File: config.mk
export PLATFORM = sky130hd
export DESIGN_NAME = btn_debounce
export DESIGN_NICKNAME = d
export VERILOG_FILES = /design/src/rtl/btn_debounce_pkg.sv /design/src/rtl/btn_debounce_tick_gen.sv /design/src/rtl/btn_debounce.sv
export SDC_FILE = /design/constraint.sdc
export NUM_CORES = 1
export LEC_CHECK = 0
export ABC_AREA = 0
export CORE_UTILIZATION = 62
export DETAILED_ROUTE_END_ITERATION = 6
export GPL_ROUTABILITY_DRIVEN = 0
export PLACE_DENSITY_LB_ADDON = 0.3
export SLEW_MARGIN = 5
export SYNTH_ARGS = -nofsm -noshare
export SYNTH_HDL_FRONTEND = slang
export SYNTH_SLANG_ARGS = --single-unit
File: constraint.sdc
create_clock -name clk -period 2.25 [get_ports clk]
set_input_delay 0.3375 -clock clk [delete_from_list [all_inputs] [get_ports clk]]
set_output_delay 0.3375 -clock clk [all_outputs]
set_load 0.01 [all_outputs]
File: src/rtl/btn_debounce_pkg.sv
// Shared helpers for the push-button conditioning block.
// Derives the tick divider and its counter width from the clock rates.
package btn_debounce_pkg;

  function automatic int calc_div(input int clk_freq, input int sample_hz);
    return clk_freq / sample_hz;
  endfunction

  function automatic int calc_cw(input int div);
    return (div > 1) ? $clog2(div) : 1;
  endfunction

endpackage

File: src/rtl/btn_debounce_tick_gen.sv
// Shared sample-tick generator for the button debouncer.
// Counts 0..DIV-1 and flags the last count for one clk.
module tick_gen
  import btn_debounce_pkg::*;
#(
  parameter int CLK_FREQ  = 100_000_000,
  parameter int SAMPLE_HZ = 1_000
) (
  input  logic clk,
  input  logic rst,
  output logic o_tick
);

  localparam int DIV = calc_div(CLK_FREQ, SAMPLE_HZ);
  localparam int CW  = calc_cw(DIV);
  localparam logic [CW-1:0] LAST = CW'(DIV - 1);

  logic [CW-1:0] cnt_q, cnt_d;

  always_comb begin
    cnt_d = cnt_q + CW'(1);
    if (cnt_q == LAST) cnt_d = '0;
  end

  always_ff @(posedge clk) begin
    if (rst) cnt_q <= '0;
    else     cnt_q <= cnt_d;
  end

  assign o_tick = (cnt_q == LAST);

endmodule

File: src/rtl/btn_debounce.sv
// Synchronise, sample and debounce raw push buttons.
// Gives a clean level and a one-clk pulse per debounced press.
module btn_debounce
  import btn_debounce_pkg::*;
#(
  parameter int NUM_BTN   = 2,
  parameter int CLK_FREQ  = 100_000_000,
  parameter int SAMPLE_HZ = 1_000,
  parameter int SAMPLES   = 8
) (
  input  logic               clk,
  input  logic               rst,
  input  logic [NUM_BTN-1:0] i_btn,
  output logic [NUM_BTN-1:0] o_level,
  output logic [NUM_BTN-1:0] o_pulse
);

  logic tick;

  tick_gen #(
    .CLK_FREQ  (CLK_FREQ),
    .SAMPLE_HZ (SAMPLE_HZ)
  ) u_tick (
    .clk    (clk),
    .rst    (rst),
    .o_tick (tick)
  );

  for (genvar i = 0; i < NUM_BTN; i++) begin : g_ch
    logic               s1_q, s2_q;
    logic [SAMPLES-1:0] sreg_q, sreg_d;
    logic               lvl_q, lvl_d;
    logic               lvl_dly_q, pulse_q;

    // Level only moves on a full run of equal samples.
    always_comb begin
      sreg_d = sreg_q;
      lvl_d  = lvl_q;
      if (tick) begin
        sreg_d = {sreg_q[SAMPLES-2:0], s2_q};
        if (&sreg_d)       lvl_d = 1'b1;
        else if (~|sreg_d) lvl_d = 1'b0;
      end
    end

    always_ff @(posedge clk) begin
      if (rst) begin
        s1_q      <= 1'b0;
        s2_q      <= 1'b0;
        sreg_q    <= '0;
        lvl_q     <= 1'b0;
        lvl_dly_q <= 1'b0;
        pulse_q   <= 1'b0;
      end else begin
        s1_q      <= i_btn[i];
        s2_q      <= s1_q;
        sreg_q    <= sreg_d;
        lvl_q     <= lvl_d;
        lvl_dly_q <= lvl_q;
        pulse_q   <= lvl_q & ~lvl_dly_q;
      end
    end

    assign o_level[i] = lvl_q;
    assign o_pulse[i] = pulse_q;
  end

endmodule

### Word-level counts from Yosys, hierarchy flattened

Cells that the tools add are included.

| storage, ports and cells | value |
|---|---|
| bits in registers | 41 |
| output and inout port bits | 4 |
| word-level logic and storage cells | 32 |

| operators by class | value |
|---|---|
| $add $sub $neg | 1 |
| eq/ne operators | 3 |
| mux-type cells | 4 |
| bitwise logic cells | 4 |
| reductions and logical operators | 7 |

Operators with widths:

| operator | number |
|---|---|
| 17-bit by 1-bit adder with 17-bit output, second input constant | 1 |
| 17-bit == test, second input constant | 1 |
| 8-bit AND reduction | 2 |
| 8-bit OR reduction | 2 |
| 1-bit 2-to-1 mux | 4 |
| 2-bit != test, second input constant | 2 |
| 2-bit AND reduction | 2 |
| 1-bit bitwise AND | 2 |
| 1-bit inverter | 2 |
| 2-bit OR reduction | 1 |

### Depth between registers and ports, before layout

| logic depth | value |
|---|---|
| word-level depth | 3 |
| gate-level depth with buffers | 8 |
| mapped depth without buffers | 5 |

### By module

A second synthesis with hierarchy kept.

| unflattened totals | value |
|---|---|
| cells, all modules | 173 |
| area total of the unflattened synthesis | 1687.9 um2 |

Modules (own cells, without submodules):

| module | times used | cells an instance | area each (um2) |
|---|---|---|---|
| btn_debounce | 1 | 85 | 890.9 |
| tick_gen | 1 | 88 | 797.0 |

### Least setup slack after synthesis

No wires, ideal clock.

| timing | value |
|---|---|
| kind | flip-flop to flip-flop |
| start point | reg u_tick.cnt_q[0] |
| end point | reg g_ch[0].lvl_q |
| library setup time | 0.123 ns |
| data arrival time | 1.373 ns |
| slack | 0.754 ns |
| cell stages (with the launch flop) | 8 |
| path buffers | 2 |
| cells stage by stage | dfxtp_1 -> ha_1 -> and4_1 -> nand4_1 -> buf_6 -> buf_12 -> o21ai_2 -> o41ai_2 |

| between the ends | value |
|---|---|
| word-level cells in the longest chain between the ends | 2 |

RTL lines:

| item | line | RTL |
|---|---|---|
| start, declared | btn_debounce_tick_gen.sv:18 | `logic [CW-1:0] cnt_q, cnt_d;` |
| start signal, assigned | btn_debounce_tick_gen.sv:27 | `else cnt_q <= cnt_d;` |
| 17-bit == test | btn_debounce_tick_gen.sv:30 | `assign o_tick = (cnt_q == LAST);` |
| 2-bit AND reduction (no source line) | n/a |  |
| end signal, assigned | btn_debounce.sv:58 | `lvl_q <= lvl_d;` |
| end, declared | btn_debounce.sv:32 | `logic lvl_q, lvl_d;` |

Every way passes these cells.
A chain may end at the register's enable or synchronous reset.

### Worst setup path after layout

| timing | value |
|---|---|
| start point | reg u_tick.cnt_q[0] |
| end point | reg g_ch[0].sreg_q[3] |

| between the ends | value |
|---|---|
| word-level cells in the longest chain between the ends | 1 |

RTL lines:

| item | line | RTL |
|---|---|---|
| 17-bit == test | btn_debounce_tick_gen.sv:30 |  |
| end signal, assigned | btn_debounce.sv:57 | `sreg_q <= sreg_d;` |
| end, declared | btn_debounce.sv:31 | `logic [SAMPLES-1:0] sreg_q, sreg_d;` |

Every way passes these cells.

==> results by group <==
Global routing
  – First-pass GRT wire length: between 4000 and 5000 um
  – GR Util met3: 9.17%
  – Most crowded layer after global routing: met2
  – Gr ovfl total: 0
  – Met2 Usage GRT: roughly 31%
  – Met1 Use GR: a little over a quarter
  – Largest net degree at the start of global routing: 20
  – GRT Overall Usage: about a fifth
  – Initial antenna violation count: 0
  – Vias in the first global route: just under 1000

Pwr
  – Leak pwr: just over 0.7 nW
  – Power per cell area: ~630 mW/mm^2
  – Worst vdd ir: between 0.0005 and 0.0006 V

Die
  – Die area: between 0.002 and 0.003 mm^2
  – Die extent in y: around 54 um
  – Cell Rows: 18
  – IO Pins: 8
  – Core region area: 0.00252 mm^2
  – Initial Utilization: between 60% and 70%
  – Die Width: around 54 um

Final layout
  – Design area: between 0.0015 and 0.002 mm^2
  – Fin cells: roughly 200
  – Fin nets: around 180
  – Layout cells sized above 1: 10.3%
  – Diode count: 0
  – Area delta synth->final: 4.58%

Detailed routing
  – 1st-pass router iterations: 5
  – Antenna-violating nets left: 0
  – Drt wl/cell: ~13 um
  – Post-route DRC: 0
  – Final wirelength: 2680 um
  – Iter 0 DRT Violations: 20
  – Avg Vias per Cell: 5.70
  – DR vias: 1163

STA
  – Min Hold Slack: roughly 0.4 ns
  – Setup violations, final: 0
  – Final hold violations: 0
  – Max_slew headroom: between 60% and 70%
  – Final setup TNS: 0 ns
  – Tcrit/Tclk final: roughly three quarters
  – Setup Skew: around 0.0083 ns
  – FMAX: a little under 600 MHz
  – Crit path time final: ~1.7 ns
  – Slew Limit Fails: 0
  – Worst-Margin Slew: ~0.57 ns
  – RSZ-0062 raised after global routing: false

Clocking
  – CTS clk-pin slew, worst paths: 0.12 ns
  – Root Buffer Master: clkbuf_4
  – H-tree Lvls: 2
  – TritonCTS Buffers: 5
  – # hold bufs at CTS: 0
  – CTS tree: done
  – Worst skew pair latency: roughly 0.35 ns
  – Postcts setup bufs: 0
  – Clk buf depth: 2
  – Post-CTS resize count: 0
  – Clock tree sinks: slightly above 40

Setup path
  – CP Cell Sequence: ha_1 -> and4_1 -> nand4_1 -> buf_4 -> mux2i_1 -> nor2_1
  – CP arrival: 1.91 ns
  – CP max stage cell: dfxtp_1
  – Crit path kind: register to register
  – CP endpoint kind: register
  – CP required: around 2.5 ns
  – Register-to-Register Path Depth: 6
  – CP top delay family: simple AND/OR/NAND/NOR gates
  – Startpoint types: register
  – Critical Path Max Stage Delay: ~0.35 ns
  – CP Depth: 6
  – CP Max Fanout: 19
  – Buf+Inv Stages, Crit Path: 1

Placed design
  – Port buffer count: 7
  – Area after DPL: roughly 0.0017 mm^2
  – Placed Cells: about 200
  – Final HPWL DP: 1910 um

Yosys
  – Post-synth top area share: 48.4%
  – Syn avg cell area: 10.1 um^2
  – Synth top area cells: dfxtp_1 (48%), mux2i_1 (8.3%), nor2_1 (6.9%)
  – Most frequent cell after synthesis: dfxtp_1
  – Ys async rst share: 0%
  – Ys Warns: 0
  – Register area share after synthesis: approximately 48%
  – Count of cell types in the netlist: 26
  – Top cell type by total area after synthesis: dfxtp_1
  – Synth Flop Type: dfxtp_1
  – Post-synth EDFFs: 0
  – Mapped Area: 0.00169 mm^2
  – Synthesized net count: around 170
  – Seq cells post-synth: between 40 and 50
  – Synth cell count leaders: dfxtp_1 (41), nor2_1 (31), mux2i_1 (14), xnor2_1 (11), nand4_1 (10)
  – Cells after synthesis: ~170

Outcome
  – Status: finished, final reports clean

Job
  – Maxcap violations: 0

Worst hold path
  – Hold Crit Class: register to register
  – Hold Path Cell Cnt: 1
cell families (layout without fill, tap and decap cells):
| logic type | after synthesis | count (layout) | synth area share [%] |
|---|---|---|---|
| buf+inv | 13 | 19 | 6.13 |
| fa+ha+maj | 1 | 1 | 0.738 |
| compound gates | 4 | 4 | 2.95 |
| xor+xnor | 15 | 15 | 7.75 |
| flops | 41 | 41 | 48.4 |
| simple gates | 80 | 80 | 25.7 |
| mux | 14 | 14 | 8.27 |
power breakdown:
group,switching (mW),internal (mW),leakage [nW]
logic,0.0177,0.0139,0.356
clock network,0.231,0.119,0.0320
registers,0.00533,0.733,0.332
registers in the layout, summed over array words and instances (netlist names):
signal and flops:
g_ch.lvl_dly_q 2, g_ch.lvl_q 2, g_ch.s2_q 2, g_ch.s1_q 2, u_tick.cnt_q 17, g_ch.sreg_q 14, g_ch.pulse_q 2
through the flow:
step	setup WS (ns)	utilization [%]	total power [mW]
6_report	0.575	70.2	1.12
5_1_grt	0.461	70.2	1.17
4_1_cts	0.573	70.2	1.13
3_5_place_dp	0.502	68.2	0.787
3_3_place_gp	0.531	68.2	0.784
2_1_floorplan	0.754	-	0.778
final timing paths:
check	startpoint	slack (ns)	endpoint
max	u_tick.cnt_q[0]$_SDFF_PP0_	0.57	g_ch[0].sreg_q[3]$_SDFFE_PP0N_
min reg2reg	g_ch[0].lvl_dly_q$_SDFF_PP0_	0.39	g_ch[0].pulse_q$_SDFF_PP0_
min	g_ch[0].lvl_dly_q$_SDFF_PP0_	0.39	g_ch[0].pulse_q$_SDFF_PP0_
max reg2reg	u_tick.cnt_q[0]$_SDFF_PP0_	0.57	g_ch[0].sreg_q[3]$_SDFFE_PP0N_
layer usage:
layer | routed length [um] | part of all wire, % | vias up
met5 | 0 | 0 | -
met4 | 60 | 2.2 | 0
met3 | 163 | 6.1 | 5
met2 | 1240 | 46 | 32
met1 | 1220 | 46 | 539
li1 | - | - | 587
layout make-up:
cell class                 instances  area [um^2]
tap                               30         37.5
sequential                        41          821
fill                             197          751
clock buffer                       6         41.3
multi-input combinational        114          769
clock inverter                     2         10.0
inverter                           2         7.51
timing repair buffer               9         85.1
layout by cell type, fill, tap and decap left out, types with 2 or more instances in the layout:
cell | Yosys | final
xor2_1 | 4 | 4
clkbuf_4 | 0 | 5
buf_4 | 4 | 2
clkinv_2 | 0 | 2
nand2_1 | 7 | 7
dfxtp_1 | 41 | 41
o21ai_2 | 2 | 2
o41ai_2 | 2 | 2
inv_1 | 2 | 2
clkdlybuf4s50_1 | 0 | 7
nor4_1 | 9 | 9
nand3_1 | 5 | 5
nor2_2 | 2 | 2
nor3_1 | 3 | 3
xnor2_1 | 11 | 11
nand4_1 | 10 | 10
mux2i_1 | 14 | 14
nor2b_1 | 8 | 8
nor2_1 | 31 | 31
No activity file was read; power rests on OpenSTA's default activity.
